File: src/rtl/multicycle_control_unit.sv
// multicycle_control_unit
//   Moore control FSM for the 32-bit multicycle MIPS core. One state per
//   cycle; every output decodes from the current state, except PCWrite in
//   BRANCH, which is qualified by Zero.
//
// Ports
//   clk        core clock, rising edge
//   reset      synchronous, active-low reset (returns to FETCH)
//   Op, Funct  instruction fields Instr[31:26] / Instr[5:0]
//   Zero       ALU result is zero
//   PCWrite, PCSrc, RegWrite, IorD, MemWrite, IRWrite, RegDst, MemtoReg,
//   ALUSrcA, gpio_i, ALUSrcB, ALUControl
//              datapath strobes / mux selects, one-to-one with the datapath
//   State_o    current state encoding (debug)
module multicycle_control_unit #(
  parameter int STATE_W = 4
) (
  input  logic               clk,
  input  logic               reset,
  input  logic [5:0]         Op,
  input  logic [5:0]         Funct,
  input  logic               Zero,
  output logic               PCWrite,
  output logic [1:0]         PCSrc,
  output logic               RegWrite,
  output logic               IorD,
  output logic               MemWrite,
  output logic               IRWrite,
  output logic [1:0]         RegDst,
  output logic               MemtoReg,
  output logic               ALUSrcA,
  output logic [1:0]         gpio_i,
  output logic [1:0]         ALUSrcB,
  output logic [2:0]         ALUControl,
  output logic [STATE_W-1:0] State_o
);

  typedef enum logic [STATE_W-1:0] {
    S_FETCH    = 4'd0,
    S_DECODE   = 4'd1,
    S_MEMADR   = 4'd2,
    S_MEMRD    = 4'd3,
    S_MEMWB    = 4'd4,
    S_MEMWR    = 4'd5,
    S_RTYPE_EX = 4'd6,
    S_ALU_WB   = 4'd7,
    S_BRANCH   = 4'd8,
    S_IMM_EX   = 4'd9,
    S_IMM_WB   = 4'd10,
    S_JUMP     = 4'd11,
    S_JAL      = 4'd12,
    S_JAL_WB   = 4'd13,
    S_JR       = 4'd14,
    S_UNUSED   = 4'd15
  } state_t;

  localparam logic [5:0] OP_LW    = 6'b100011;
  localparam logic [5:0] OP_SW    = 6'b101011;
  localparam logic [5:0] OP_RTYPE = 6'b000000;
  localparam logic [5:0] OP_BEQ   = 6'b000100;
  localparam logic [5:0] OP_BNE   = 6'b000101;
  localparam logic [5:0] OP_ADDI  = 6'b001000;
  localparam logic [5:0] OP_SLTI  = 6'b001010;
  localparam logic [5:0] OP_LUI   = 6'b001111;
  localparam logic [5:0] OP_INSW  = 6'b011111;
  localparam logic [5:0] OP_J     = 6'b000010;
  localparam logic [5:0] OP_JAL   = 6'b000011;
  localparam logic [5:0] FN_JR    = 6'b001000;

  localparam logic [2:0] ALU_ADD = 3'b010;
  localparam logic [2:0] ALU_SUB = 3'b110;
  localparam logic [2:0] ALU_AND = 3'b000;
  localparam logic [2:0] ALU_OR  = 3'b001;
  localparam logic [2:0] ALU_SLT = 3'b111;

  state_t state_q, state_d;

  // Strobes before the reset gate; reset low must suppress every write.
  logic pc_write_s, reg_write_s, mem_write_s, ir_write_s;

  function automatic logic funct_known(input logic [5:0] f);
    return (f == 6'b100000) || (f == 6'b100010) || (f == 6'b100100) ||
           (f == 6'b100101) || (f == 6'b101010);
  endfunction

  function automatic logic [2:0] funct_alu(input logic [5:0] f);
    case (f)
      6'b100010: return ALU_SUB;
      6'b100100: return ALU_AND;
      6'b100101: return ALU_OR;
      6'b101010: return ALU_SLT;
      default:   return ALU_ADD;
    endcase
  endfunction

  always_ff @(posedge clk) begin
    if (!reset) state_q <= S_FETCH;
    else        state_q <= state_d;
  end

  always_comb begin
    state_d     = S_FETCH;
    pc_write_s  = 1'b0;
    reg_write_s = 1'b0;
    mem_write_s = 1'b0;
    ir_write_s  = 1'b0;
    PCSrc       = 2'b00;
    IorD        = 1'b0;
    RegDst      = 2'b00;
    MemtoReg    = 1'b0;
    ALUSrcA     = 1'b0;
    gpio_i      = 2'b01;
    ALUSrcB     = 2'b00;
    ALUControl  = 3'b000;

    case (state_q)
      S_FETCH: begin
        ir_write_s = 1'b1;
        ALUSrcB    = 2'b01;
        ALUControl = ALU_ADD;
        pc_write_s = 1'b1;
        state_d    = S_DECODE;
      end
      S_DECODE: begin
        // ALUOut <= PC+4 + (SignImm<<2), the branch target.
        ALUSrcB    = 2'b11;
        ALUControl = ALU_ADD;
        case (Op)
          OP_LW, OP_SW:                        state_d = S_MEMADR;
          OP_RTYPE: state_d = (Funct == FN_JR) ? S_JR : S_RTYPE_EX;
          OP_BEQ, OP_BNE:                      state_d = S_BRANCH;
          OP_ADDI, OP_SLTI, OP_LUI, OP_INSW:   state_d = S_IMM_EX;
          OP_J:                                state_d = S_JUMP;
          OP_JAL:                              state_d = S_JAL;
          default:                             state_d = S_FETCH;
        endcase
      end
      S_MEMADR: begin
        ALUSrcA    = 1'b1;
        ALUSrcB    = 2'b10;
        ALUControl = ALU_ADD;
        state_d    = (Op == OP_LW) ? S_MEMRD : S_MEMWR;
      end
      S_MEMRD: begin
        IorD    = 1'b1;
        state_d = S_MEMWB;
      end
      S_MEMWB: begin
        MemtoReg    = 1'b1;
        reg_write_s = 1'b1;
      end
      S_MEMWR: begin
        IorD        = 1'b1;
        mem_write_s = 1'b1;
      end
      S_RTYPE_EX: begin
        ALUSrcA    = 1'b1;
        ALUControl = funct_alu(Funct);
        // Unknown Funct retires here without a writeback.
        state_d    = funct_known(Funct) ? S_ALU_WB : S_FETCH;
      end
      S_ALU_WB: begin
        RegDst      = 2'b01;
        reg_write_s = 1'b1;
      end
      S_BRANCH: begin
        ALUSrcA    = 1'b1;
        ALUControl = ALU_SUB;
        PCSrc      = 2'b01;
        pc_write_s = (Op == OP_BNE) ? !Zero : Zero;
      end
      S_IMM_EX: begin
        ALUSrcA    = 1'b1;
        ALUSrcB    = 2'b10;
        ALUControl = ALU_ADD;
        case (Op)
          OP_SLTI: ALUControl = ALU_SLT;
          OP_LUI:  gpio_i     = 2'b00;
          OP_INSW: gpio_i     = 2'b10;
          default: gpio_i     = 2'b01;
        endcase
        state_d = S_IMM_WB;
      end
      S_IMM_WB: begin
        reg_write_s = 1'b1;
      end
      S_JUMP: begin
        PCSrc      = 2'b10;
        pc_write_s = 1'b1;
      end
      S_JAL: begin
        // ALUOut captures PC (already PC+4) + 0 for the link write.
        ALUSrcB    = 2'b10;
        gpio_i     = 2'b11;
        ALUControl = ALU_ADD;
        PCSrc      = 2'b10;
        pc_write_s = 1'b1;
        state_d    = S_JAL_WB;
      end
      S_JAL_WB: begin
        RegDst      = 2'b10;
        reg_write_s = 1'b1;
      end
      S_JR: begin
        // PC <= rs + 0 straight from the ALU.
        ALUSrcA    = 1'b1;
        ALUSrcB    = 2'b10;
        gpio_i     = 2'b11;
        ALUControl = ALU_ADD;
        pc_write_s = 1'b1;
      end
      default: begin
        gpio_i = 2'b00;
      end
    endcase
  end

  assign PCWrite  = pc_write_s  & reset;
  assign RegWrite = reg_write_s & reset;
  assign MemWrite = mem_write_s & reset;
  assign IRWrite  = ir_write_s  & reset;
  assign State_o  = state_q;

endmodule

File: config.mk
export PLATFORM = sky130hd
export DESIGN_NAME = multicycle_control_unit
export DESIGN_NICKNAME = d
export VERILOG_FILES = /design/src/rtl/multicycle_control_unit.sv
export SDC_FILE = /design/constraint.sdc
export NUM_CORES = 1
export LEC_CHECK = 0
export CAP_MARGIN = 20
export CORE_ASPECT_RATIO = 0.9
export CORE_UTILIZATION = 40
export DETAILED_ROUTE_END_ITERATION = 10
export GPL_ROUTABILITY_DRIVEN = 0
export PLACE_DENSITY = 0.88
export REMOVE_ABC_BUFFERS = 1
export SLEW_MARGIN = 5
export SYNTH_ARGS = -nofsm -noshare
export SYNTH_HDL_FRONTEND = slang
export SYNTH_SLANG_ARGS = --single-unit
File: constraint.sdc
create_clock -name clk -period 2.2 [get_ports clk]
set_input_delay 0.44 -clock clk [delete_from_list [all_inputs] [get_ports clk]]
set_output_delay 0.44 -clock clk [all_outputs]
set_load 0.02 [all_outputs]
==> metrics <==
VDD IR max between 0.15 and 0.2 mV; max_slew headroom between 70% and 80%; CP required approximately 1.8 ns; clock root cell clkbuf_4; Wirelength per Cell between 15 and 20 µm; Synth cell types 40; # DRC 0; row cnt 14; Ant. Diodes 0; outcome finished, final reports clean; vias in the first global route about 1100; post-synthesis mux area share between 2 and 3%; DP HPWL 2200 µm; EDFF count, synth 0; CTS Buf Count 3; clock tree buffer depth 2; Worst setup SP type input port; DRT Wirelength roughly 3500 µm; compound-cell area share of the yosys netlist 28.2%; Final min period between 2 and 2.5 ns; leak pwr 0.651 nW; Final Setup Violations 0; ANT nets after route 0; internal power ~0.23 mW; Post-Synth Simple-Gate Area 47.4%; fill count approximately 120; vias per cell between 6 and 7; Post-Place Cell Area around 1300 µm²; DIE AREA between 2000 and 2500 µm²; 1st-iter DRT viols between 40 and 50; post-CTS setup buffers 0; Seq pwr share 20.9%; fin crit share between 90% and 100%; hold slack between 0.6 and 0.7 ns; largest net degree at the start of global routing 23; Syn Inst Count 113; clk slew on worst S/H paths roughly 0.04 ns; Setup Skew around 0.0063 ns; endpoints failing hold 0; NetSw between 0.1 and 0.15 mW; CP Max Fanout 2; GRT Overall Usage roughly a third; Initial Util 43.4%; clock network power share 26.4%; DIE HEIGHT between 40 and 50 µm; pwr dens between 200 and 300 nW/µm²; later-pin clock latency in the skew report 0.25 ns; worst path arrival time around 1.7 ns; CTS tree done; largest family of logic cells by synthesized area simple AND/OR/NAND/NOR gates; drt pass-1 iters 5; GRT overflow 0; warnings from Yosys 0; Post-synth top flop dfxtp_1; Post-Synth XOR/XNOR Area roughly 4.7%; Post-synth ARST share 0%; CORE AREA ~1700 µm²; max-slew violation count 0; Post-Synth Adder-Cell Area 0%; Gate power share a little over half; f_max ~460 MHz; endpoint class of the critical path output pin; Syn Area/Cell around 6.6 µm²; Worst-Margin Slew 0.419 ns; design area 1410 µm²; Boundary Pins 37; most common cell after layout, fill and taps aside buf_4; Seq cells post-synth 4; first-pass GRT wire length 4530 µm; post-synthesis cell area 744 µm²; nets 190; die width approximately 47 µm; Net Sw Frac between 30% and 40%; CP max stage cell clkdlybuf4s50_1; IO buf count 36; critical path, cell by cell clkdlybuf4s50_1 > or2_4 > nor3_4 > a22oi_2 > o32ai_4 > buf_6; clk sinks 4; Worst path max stage delay 0.45 ns; Largest register FFs 4; initial antenna violation count 0; via count 1218; crit path kind in -> out; layout cell share with drive strength beyond 1 roughly 34%; sequential fraction of the synthesis area 10.8%; most frequent cells in the layout buf_4, clkdlybuf4s50_1, nor2_1, dlygate4sd2_1; H-Tree Depth 1; P&R area growth vs syn 89.2%; max-cap violation count 0; Worst Hold Class in -> reg
## layer usage
metal	wire (µm)	share of wire [%]	GRT usage (%)
met5	0	0	0
met1	1350	38	35.4
met4	149	4.2	14.3
met2	1740	50	52.6
met3	279	7.9	8.51
## logic make-up (layout without fill, tap and decap cells)
kind of cell / count (synthesis) / after routing
muxes: 2 / 2
AOI/OAI and AO/OA: 32 / 32
and+or+nand+nor: 60 / 60
buffers and inverters: 11 / 71
xor gates and xnor gates: 4 / 4
DFF: 4 / 4
## cells in the mapped netlist (2+ instances only)
| master | count | area share [%] |
|---|---|---|
| nand2_1 | 6 | 3.0 |
| nor2_1 | 11 | 5.5 |
| nor3b_1 | 2 | 2.0 |
| nand3b_1 | 6 | 6.0 |
| o32ai_1 | 2 | 2.4 |
| o22ai_1 | 3 | 2.5 |
| nor3_1 | 7 | 4.7 |
| dfxtp_1 | 4 | 11 |
| nand3_1 | 2 | 1.3 |
| o21ai_0 | 5 | 3.4 |
| a21oi_1 | 6 | 4.0 |
| nor4_1 | 3 | 2.5 |
| nand2b_1 | 9 | 7.6 |
| inv_1 | 2 | 1.0 |
| mux2i_1 | 2 | 2.7 |
| clkbuf_1 | 4 | 2.0 |
| nor2b_1 | 3 | 2.5 |
| and4b_1 | 3 | 4.0 |
| a21boi_0 | 3 | 3.0 |
| xnor2_1 | 4 | 4.7 |
| a31oi_1 | 4 | 3.4 |
| buf_2 | 4 | 2.7 |
## worst max-delay path, delay by kind of cell
kind                   cells  cell delay (ns)
buffers and inverters      2             0.61
and+or+nand+nor            2             0.43
AOI/OAI and AO/OA          2             0.26
## power by group through the flow
stage          Sequential (mW)  Clock [mW]  Combinational [mW]
4_1_cts                 0.0774      0.0953               0.180
3_3_place_gp            0.0777           0               0.172
5_1_grt                 0.0776       0.112               0.204
2_1_floorplan           0.0905           0              0.0591
6_report                0.0777      0.0981               0.195
3_5_place_dp            0.0782           0               0.179
## stage by stage
step	instances	total power, mW	setup WS [ns]	util [%]	TNS (ns)
global placement	194	0.250	-0.735	77.0	-3.08
detailed placement	194	0.258	-0.766	77.0	-3.48
global route	197	0.393	-0.0242	82.1	-0.0453
floorplan	104	0.150	-0.133	-	-0.214
finish	197	0.371	0.0165	82.1	0
CTS	197	0.352	0.00719	78.5	0
## repair_timing
| item | in CTS | in global routing |
|---|---|---|
| resized for setup | 62 | 22 |
| endpoints found under the setup margin | 13 | 10 |
| hold buffers | 0 | 0 |
| pin swaps | 9 | 1 |
## area by class of cell
cell class,count,area (µm²),share of cell area (%)
flip-flops and latches,4,80.1,5.68
clock buffers,3,22.5,1.60
inverters,2,7.51,0.533
multi-input cells,98,704,50.0
repair buffers,66,564,40.1
well taps,24,30.0,2.13
## final timing paths
path,from,to,slack (ns),cells past startpoint
max,Funct[0],ALUControl[0],0.02,6
min,Op[4],State_o[3],0.70,5
max reg2reg,State_o[3],State_o[2],0.77,6
min reg2reg,State_o[2],State_o[1],0.74,2
Note: power is estimated with default switching activity, not from simulation.
